--- src/rtl/des_sbox_seq_pkg.sv ---
// Shared DES S-box constants, lookup table and sequencer state type.
package des_pkg;

  localparam int unsigned DES_CHUNK_W = 6;
  localparam int unsigned DES_NIB_W   = 4;
  localparam int unsigned DES_NBOX    = 8;
  localparam int unsigned DES_EXP_W   = 48;
  localparam int unsigned DES_HALF_W  = 32;

  typedef enum logic [1:0] {
    ST_IDLE,
    ST_RUN,
    ST_DONE
  } des_state_e;

  // Indexed [box][row*16+col]; each box literal lists rows 0..3, columns 0..15, leftmost first.
  localparam logic [0:DES_NBOX-1][0:63][DES_NIB_W-1:0] DES_SBOX = {
    256'hE4D12FB83A6C5907_0F74E2D1A6CB9538_41E8D62BFC973A50_FC8249175B3EA06D,
    256'hF18E6B34972DC05A_3D47F28EC01A69B5_0E7BA4D158C6932F_D8A13F42B67C05E9,
    256'hA09E63F51DC7B428_D709346A285ECBF1_D6498F30B12C5AE7_1AD069874FE3B52C,
    256'h7DE3069A1285BC4F_D8B56F03472C1AE9_A690CB7DF13E5284_3F06A1D8945BC72E,
    256'h2C417AB6853FD0E9_EB2C47D150FA3986_421BAD78F9C5630E_B8C71E2D6F09A453,
    256'hC1AF92680D34E75B_AF427C9561DE0B38_9EF528C3704A1DB6_432C95FABE17608D,
    256'h4B2EF08D3C975A61_D0B7491AE35C2F86_14BDC37EAF680592_6BD814A7950FE23C,
    256'hD2846FB1A93E50C7_1FD8A374C56B0E92_7B419CE206ADF358_21E74A8DFC90356B
  };

endpackage

--- src/rtl/des_sbox_lane.sv ---
// One combinational DES S-box lookup with a selectable box.
module des_sbox_lane
  import des_pkg::*;
(
  input  logic [2:0]             box,
  input  logic [DES_CHUNK_W-1:0] chunk,
  output logic [DES_NIB_W-1:0]   nib
);

  logic [5:0] idx;

  always_comb begin
    // row = outer bits, column = inner four bits
    idx = {chunk[5], chunk[0], chunk[4:1]};
    nib = DES_SBOX[box][idx];
  end

endmodule

--- src/rtl/des_sbox_seq.sv ---
// Handshaked DES S-box substitution, LANES lookups per cycle over 8/LANES beats.
module des_sbox_seq
  import des_pkg::*;
#(
  parameter  int unsigned LANES = 2,
  localparam int unsigned BEATS = 8 / LANES
) (
  input  logic                  clk,
  input  logic                  rst_n,
  input  logic                  in_valid,
  output logic                  in_ready,
  input  logic [DES_EXP_W-1:0]  in_data,
  output logic                  out_valid,
  input  logic                  out_ready,
  output logic [DES_HALF_W-1:0] out_data,
  output logic                  busy
);

  localparam int unsigned CNT_W = (BEATS > 1) ? $clog2(BEATS) : 1;

  if (LANES != 1 && LANES != 2 && LANES != 4 && LANES != 8) begin : g_bad_lanes
    $error("des_sbox_seq: LANES must be 1, 2, 4 or 8");
  end

  des_state_e                 state_q, state_d;
  logic [CNT_W-1:0]           cnt_q, cnt_d;
  logic [DES_EXP_W-1:0]       sreg_q, sreg_d;
  logic [DES_HALF_W-1:0]      acc_q, acc_d;
  logic [DES_NIB_W*LANES-1:0] lane_nib;

  for (genvar j = 0; j < LANES; j++) begin : g_lane
    logic [2:0] box_sel;
    assign box_sel = 3'(cnt_q * LANES) + 3'(j);

    des_sbox_lane u_lane (
      .box   (box_sel),
      .chunk (sreg_q[DES_EXP_W-1-DES_CHUNK_W*j -: DES_CHUNK_W]),
      .nib   (lane_nib[DES_NIB_W*(LANES-j)-1 -: DES_NIB_W])
    );
  end

  always_comb begin
    state_d  = state_q;
    cnt_d    = cnt_q;
    sreg_d   = sreg_q;
    acc_d    = acc_q;
    in_ready = 1'b0;
    unique case (state_q)
      ST_IDLE: begin
        in_ready = 1'b1;
        if (in_valid) begin
          sreg_d  = in_data;
          cnt_d   = '0;
          state_d = ST_RUN;
        end
      end
      ST_RUN: begin
        sreg_d = sreg_q << (DES_CHUNK_W * LANES);
        acc_d  = (acc_q << (DES_NIB_W * LANES)) | DES_HALF_W'(lane_nib);
        // counter parks on the last beat instead of wrapping
        if (cnt_q == CNT_W'(BEATS - 1)) begin
          state_d = ST_DONE;
        end else begin
          cnt_d = cnt_q + CNT_W'(1);
        end
      end
      ST_DONE: begin
        in_ready = out_ready;
        if (out_ready) begin
          if (in_valid) begin
            sreg_d  = in_data;
            cnt_d   = '0;
            state_d = ST_RUN;
          end else begin
            state_d = ST_IDLE;
          end
        end
      end
      default: state_d = ST_IDLE;
    endcase
  end

  always_ff @(posedge clk or negedge rst_n) begin
    if (!rst_n) begin
      state_q <= ST_IDLE;
      cnt_q   <= '0;
      sreg_q  <= '0;
      acc_q   <= '0;
    end else begin
      state_q <= state_d;
      cnt_q   <= cnt_d;
      sreg_q  <= sreg_d;
      acc_q   <= acc_d;
    end
  end

  assign out_valid = (state_q == ST_DONE);
  assign busy      = (state_q == ST_RUN);
  assign out_data  = acc_q;

endmodule

--- config.mk ---
export PLATFORM = sky130hd
export DESIGN_NAME = des_sbox_seq
export DESIGN_NICKNAME = d
export VERILOG_FILES = /design/src/rtl/des_sbox_seq_pkg.sv /design/src/rtl/des_sbox_lane.sv /design/src/rtl/des_sbox_seq.sv
export SDC_FILE = /design/constraint.sdc
export NUM_CORES = 1
export LEC_CHECK = 0
export ABC_AREA = 0
export BUFFER_PORTS_ARGS = -buffer_cell sky130_fd_sc_hd__buf_2
export CORE_MARGIN = 2
export CORE_UTILIZATION = 50
export CTS_BUF_LIST = sky130_fd_sc_hd__clkbuf_16
export CTS_CLUSTER_SIZE = 10
export DETAILED_ROUTE_END_ITERATION = 10
export PLACE_DENSITY = 0.72
export SYNTH_ARGS = -nofsm -noshare
export SYNTH_HDL_FRONTEND = slang
export SYNTH_SLANG_ARGS = --single-unit
--- constraint.sdc ---
create_clock -name clk -period 4.1 [get_ports clk]
set_input_delay 0.615 -clock clk [delete_from_list [all_inputs] [get_ports clk]]
set_output_delay 0.615 -clock clk [all_outputs]
set_load 0.03 [all_outputs]
==> flow_summary_export.csv <==
group,metric,value,unit
drt,drt_iter0_markers,1109,
clocking,cts_made_buffers,9,
floorplan,initial_core_util,51.3,%
clocking,post_cts_buffers,0,
timing,max_fclk,314,MHz
worst_setup_path,critical_path_type,"flip-flop to flip-flop",
global_route,antenna_found_initial,0,
place,globalplace.congestion,1.06,
drt,route.antenna.remaining_nets,0,
synth,seq_area_frac_synth,29.5,%
clocking,clk_pin_slew_worst_paths,0.07,ns
timing,timing.slew.headroom,33.3,%
floorplan,die_area,15200,µm²
floorplan,core.rowCount,43,
finish,layout-drive-gt1-share,14.9,%
clocking,cts_tree,"yes",
finish,filler_cell_count,1293,
timing,finalHoldViolCount,0,
synth,yosysUniqueCellTypes,73,
global_route,grt_start_max_net_pins,77,
global_route,gr-usage-met3,6.87,%
global_route,grt_overflow,0,
synth,synth_nets,1040,
global_route,globalRoute.busiestLayer,"met2",
global_route,grtUsageMet2,44.0,%
clocking,postCtsHoldBufs,0,
worst_setup_path,critical_path.startpoint_type,"flip-flop",
global_route,grt_pass1_wl,35400,µm
timing,worst_slew_pin_slew,1.00,ns
floorplan,die_h,123,µm
worst_setup_path,crit_required,4.32,ns
synth,syn-instance-count,974,
finish,areaGrowthSynthToFinish,8.89,%
place,place_hpwl,15200,µm
global_route,grt_pass1_vias,6689,
timing,maxSlewViolCount,0,
timing,clock-skew-final,0.00898,ns
synth,postSynthAreaPerCell,7.31,µm²
clocking,clockRootBuffer,"sky130_fd_sc_hd__clkbuf_16",
finish,multi_input_logic_area,4470,µm²
worst_setup_path,timing.critical_path.arrival,3.41,ns
clocking,worst_skew_pair.late_latency,0.33,ns
finish,final_nets,1048,
worst_setup_path,crit_path_max_fanout,20,
timing,final.period_utilization,77.7,%
synth,mappedNetlistArea,7120,µm²
outcome,outcome,"finished clean",
job,maxCapViolations,0,
place,io_buffers,86,
timing,post-route-min-period,3.19,ns
timing,grt_setup_unrepaired,"no",
finish,final_common_cell,"sky130_fd_sc_hd__nand2_1",
finish,ff_latch_area,2110,µm²
timing,timing.final.setup_violations,0,
synth,ys_async_sr_fraction,100,%
global_route,grtUsageMet1,41.4,%
synth,yosysWarningCount,0,
drt,drt-pass1-iter-count,5,
global_route,track_usage,29.4,%
synth,synth-seq-cells,84,
clocking,numClockSinks,84,
floorplan,core_area,13900,µm²
finish,final_cell_mix,"219 x sky130_fd_sc_hd__nand2_1, 87 x sky130_fd_sc_hd__nor2_1, 85 x sky130_fd_sc_hd__buf_2",
worst_hold_path,worst_hold_path_type,"input port to asynchronous set/reset pin",
finish,final_core_utilization,55.8,%
clocking,cts-root-to-sink-buffers,2,
drt,routed_wire_length,22900,µm
synth,yosys_most_used_dff,"sky130_fd_sc_hd__dfrtp_1",
clocking,ctsResizeCount,0,
clocking,htree_num_levels,3,
drt,drc_errors,0,
worst_setup_path,timing.critical_path.to_type,"flip-flop",
synth,synth_edf_count,0,
drt,via_per_inst,6.58,
finish,n_antenna_cell,0,
timing,totalNegativeSetupSlack,0,ns
drt,vias,7684,
floorplan,ios,87,
floorplan,chip_width,123,µm
drt,detail_route.wl_per_cell,19.6,µm
[registers in the layout, summed over array words and instances, names as in the netlist]
| signal | flops |
|---|---|
| out_data | 32 |
| sreg_q | 48 |
| cnt_q | 2 |
| state_q | 2 |
[metrics by stage]
stage	hold slack (ns)	std cells	cell area, µm²	setup slack [ns]
2_1_floorplan	0.319	974	7120	1.23
3_3_place_gp	0.452	1151	7420	1.11
3_5_place_dp	0.457	1151	7420	0.959
4_1_cts	0.466	1167	7750	0.948
5_1_grt	0.481	1167	7750	0.684
6_report	0.428	1167	7750	0.913
[Yosys cell counts (all sizes together) (3+ instances only)]
cell type | instances | area, µm²
nand2 | 220 | 828
o311ai | 7 | 61.3
nor3 | 17 | 85.1
a31oi | 49 | 307
a21o | 7 | 52.6
a32oi | 3 | 26.3
a21oi | 53 | 265
o32ai | 5 | 43.8
nand2b | 28 | 175
and2 | 8 | 50.1
mux4 | 11 | 248
nand3b | 6 | 45.0
nand3 | 24 | 120
dfrtp | 84 | 2100
clkinv | 3 | 11.3
or2 | 3 | 18.8
o211ai | 15 | 113
and3 | 4 | 25.0
nor2 | 88 | 333
mux2 | 3 | 33.8
a311oi | 9 | 78.8
mux2i | 6 | 60.1
o21ai | 57 | 285
o31ai | 8 | 60.1
o221ai | 10 | 87.6
xor2 | 3 | 33.8
o2111ai | 6 | 52.6
ha | 14 | 175
a2111oi | 6 | 52.6
inv | 14 | 52.6
a211oi | 13 | 97.6
o311a | 3 | 30.0
buf | 52 | 288
a221oi | 6 | 52.6
o22ai | 6 | 37.5
a211o | 7 | 61.3
or3 | 8 | 50.1
clkbuf | 53 | 200
nor2b | 25 | 156
[layout make-up]
class                   count  share of cell area (%)
well taps                 180                    2.91
repair buffers            102                    7.13
multi-input cells         768                    57.7
clock buffers               9                    2.91
inverters                  17                   0.823
clock inverters             7                    1.36
flip-flops and latches     84                    27.2
[cell families after synthesis]
kind of cell    after synthesis  share of synthesized area [%]
simple gates                439                           27.4
compound gates              290                           27.4
fa+ha+maj                    14                           2.46
xor+xnor                      5                          0.721
flops                        84                           29.5
buf+inv                     122                           7.75
mux                          20                           4.80
[worst max-delay path, stage by stage, from the launching register on]
cell	delay (ns)
sky130_fd_sc_hd__dfrtp_1	0.60
sky130_fd_sc_hd__inv_1	0.30
sky130_fd_sc_hd__ha_1	0.56
sky130_fd_sc_hd__buf_4	0.33
sky130_fd_sc_hd__or2_2	0.17
sky130_fd_sc_hd__nand2_1	0.05
sky130_fd_sc_hd__or4_1	0.50
sky130_fd_sc_hd__o211ai_1	0.10
sky130_fd_sc_hd__a311oi_1	0.11
sky130_fd_sc_hd__o32a_1	0.36
[metal layers]
| metal | vias to the layer above | share of wire (%) |
|---|---|---|
| met3 | 98 | 11 |
| li1 | 3523 | - |
| met5 | - | 0 |
| met1 | 3529 | 41 |
| met2 | 534 | 44 |
| met4 | 0 | 4.0 |
[worst paths after layout]
kind                              start           end  slack, ns  depth (start not counted)
max                            cnt_q[0]   out_data[1]       0.91                          9
min                               rst_n  out_data[15]       0.43                          1
max reg2reg                    cnt_q[0]   out_data[1]       0.91                          9
min reg2reg                out_data[26]  out_data[26]       0.47                          2
max in group asynchronous         rst_n  out_data[10]       2.96                          2
min in group clk             in_data[3]     sreg_q[3]       0.47                          3
Power is left out: the tool's default activity adds up to more than one toggle a clock period on the data nets, which glitch-free logic cannot reach.
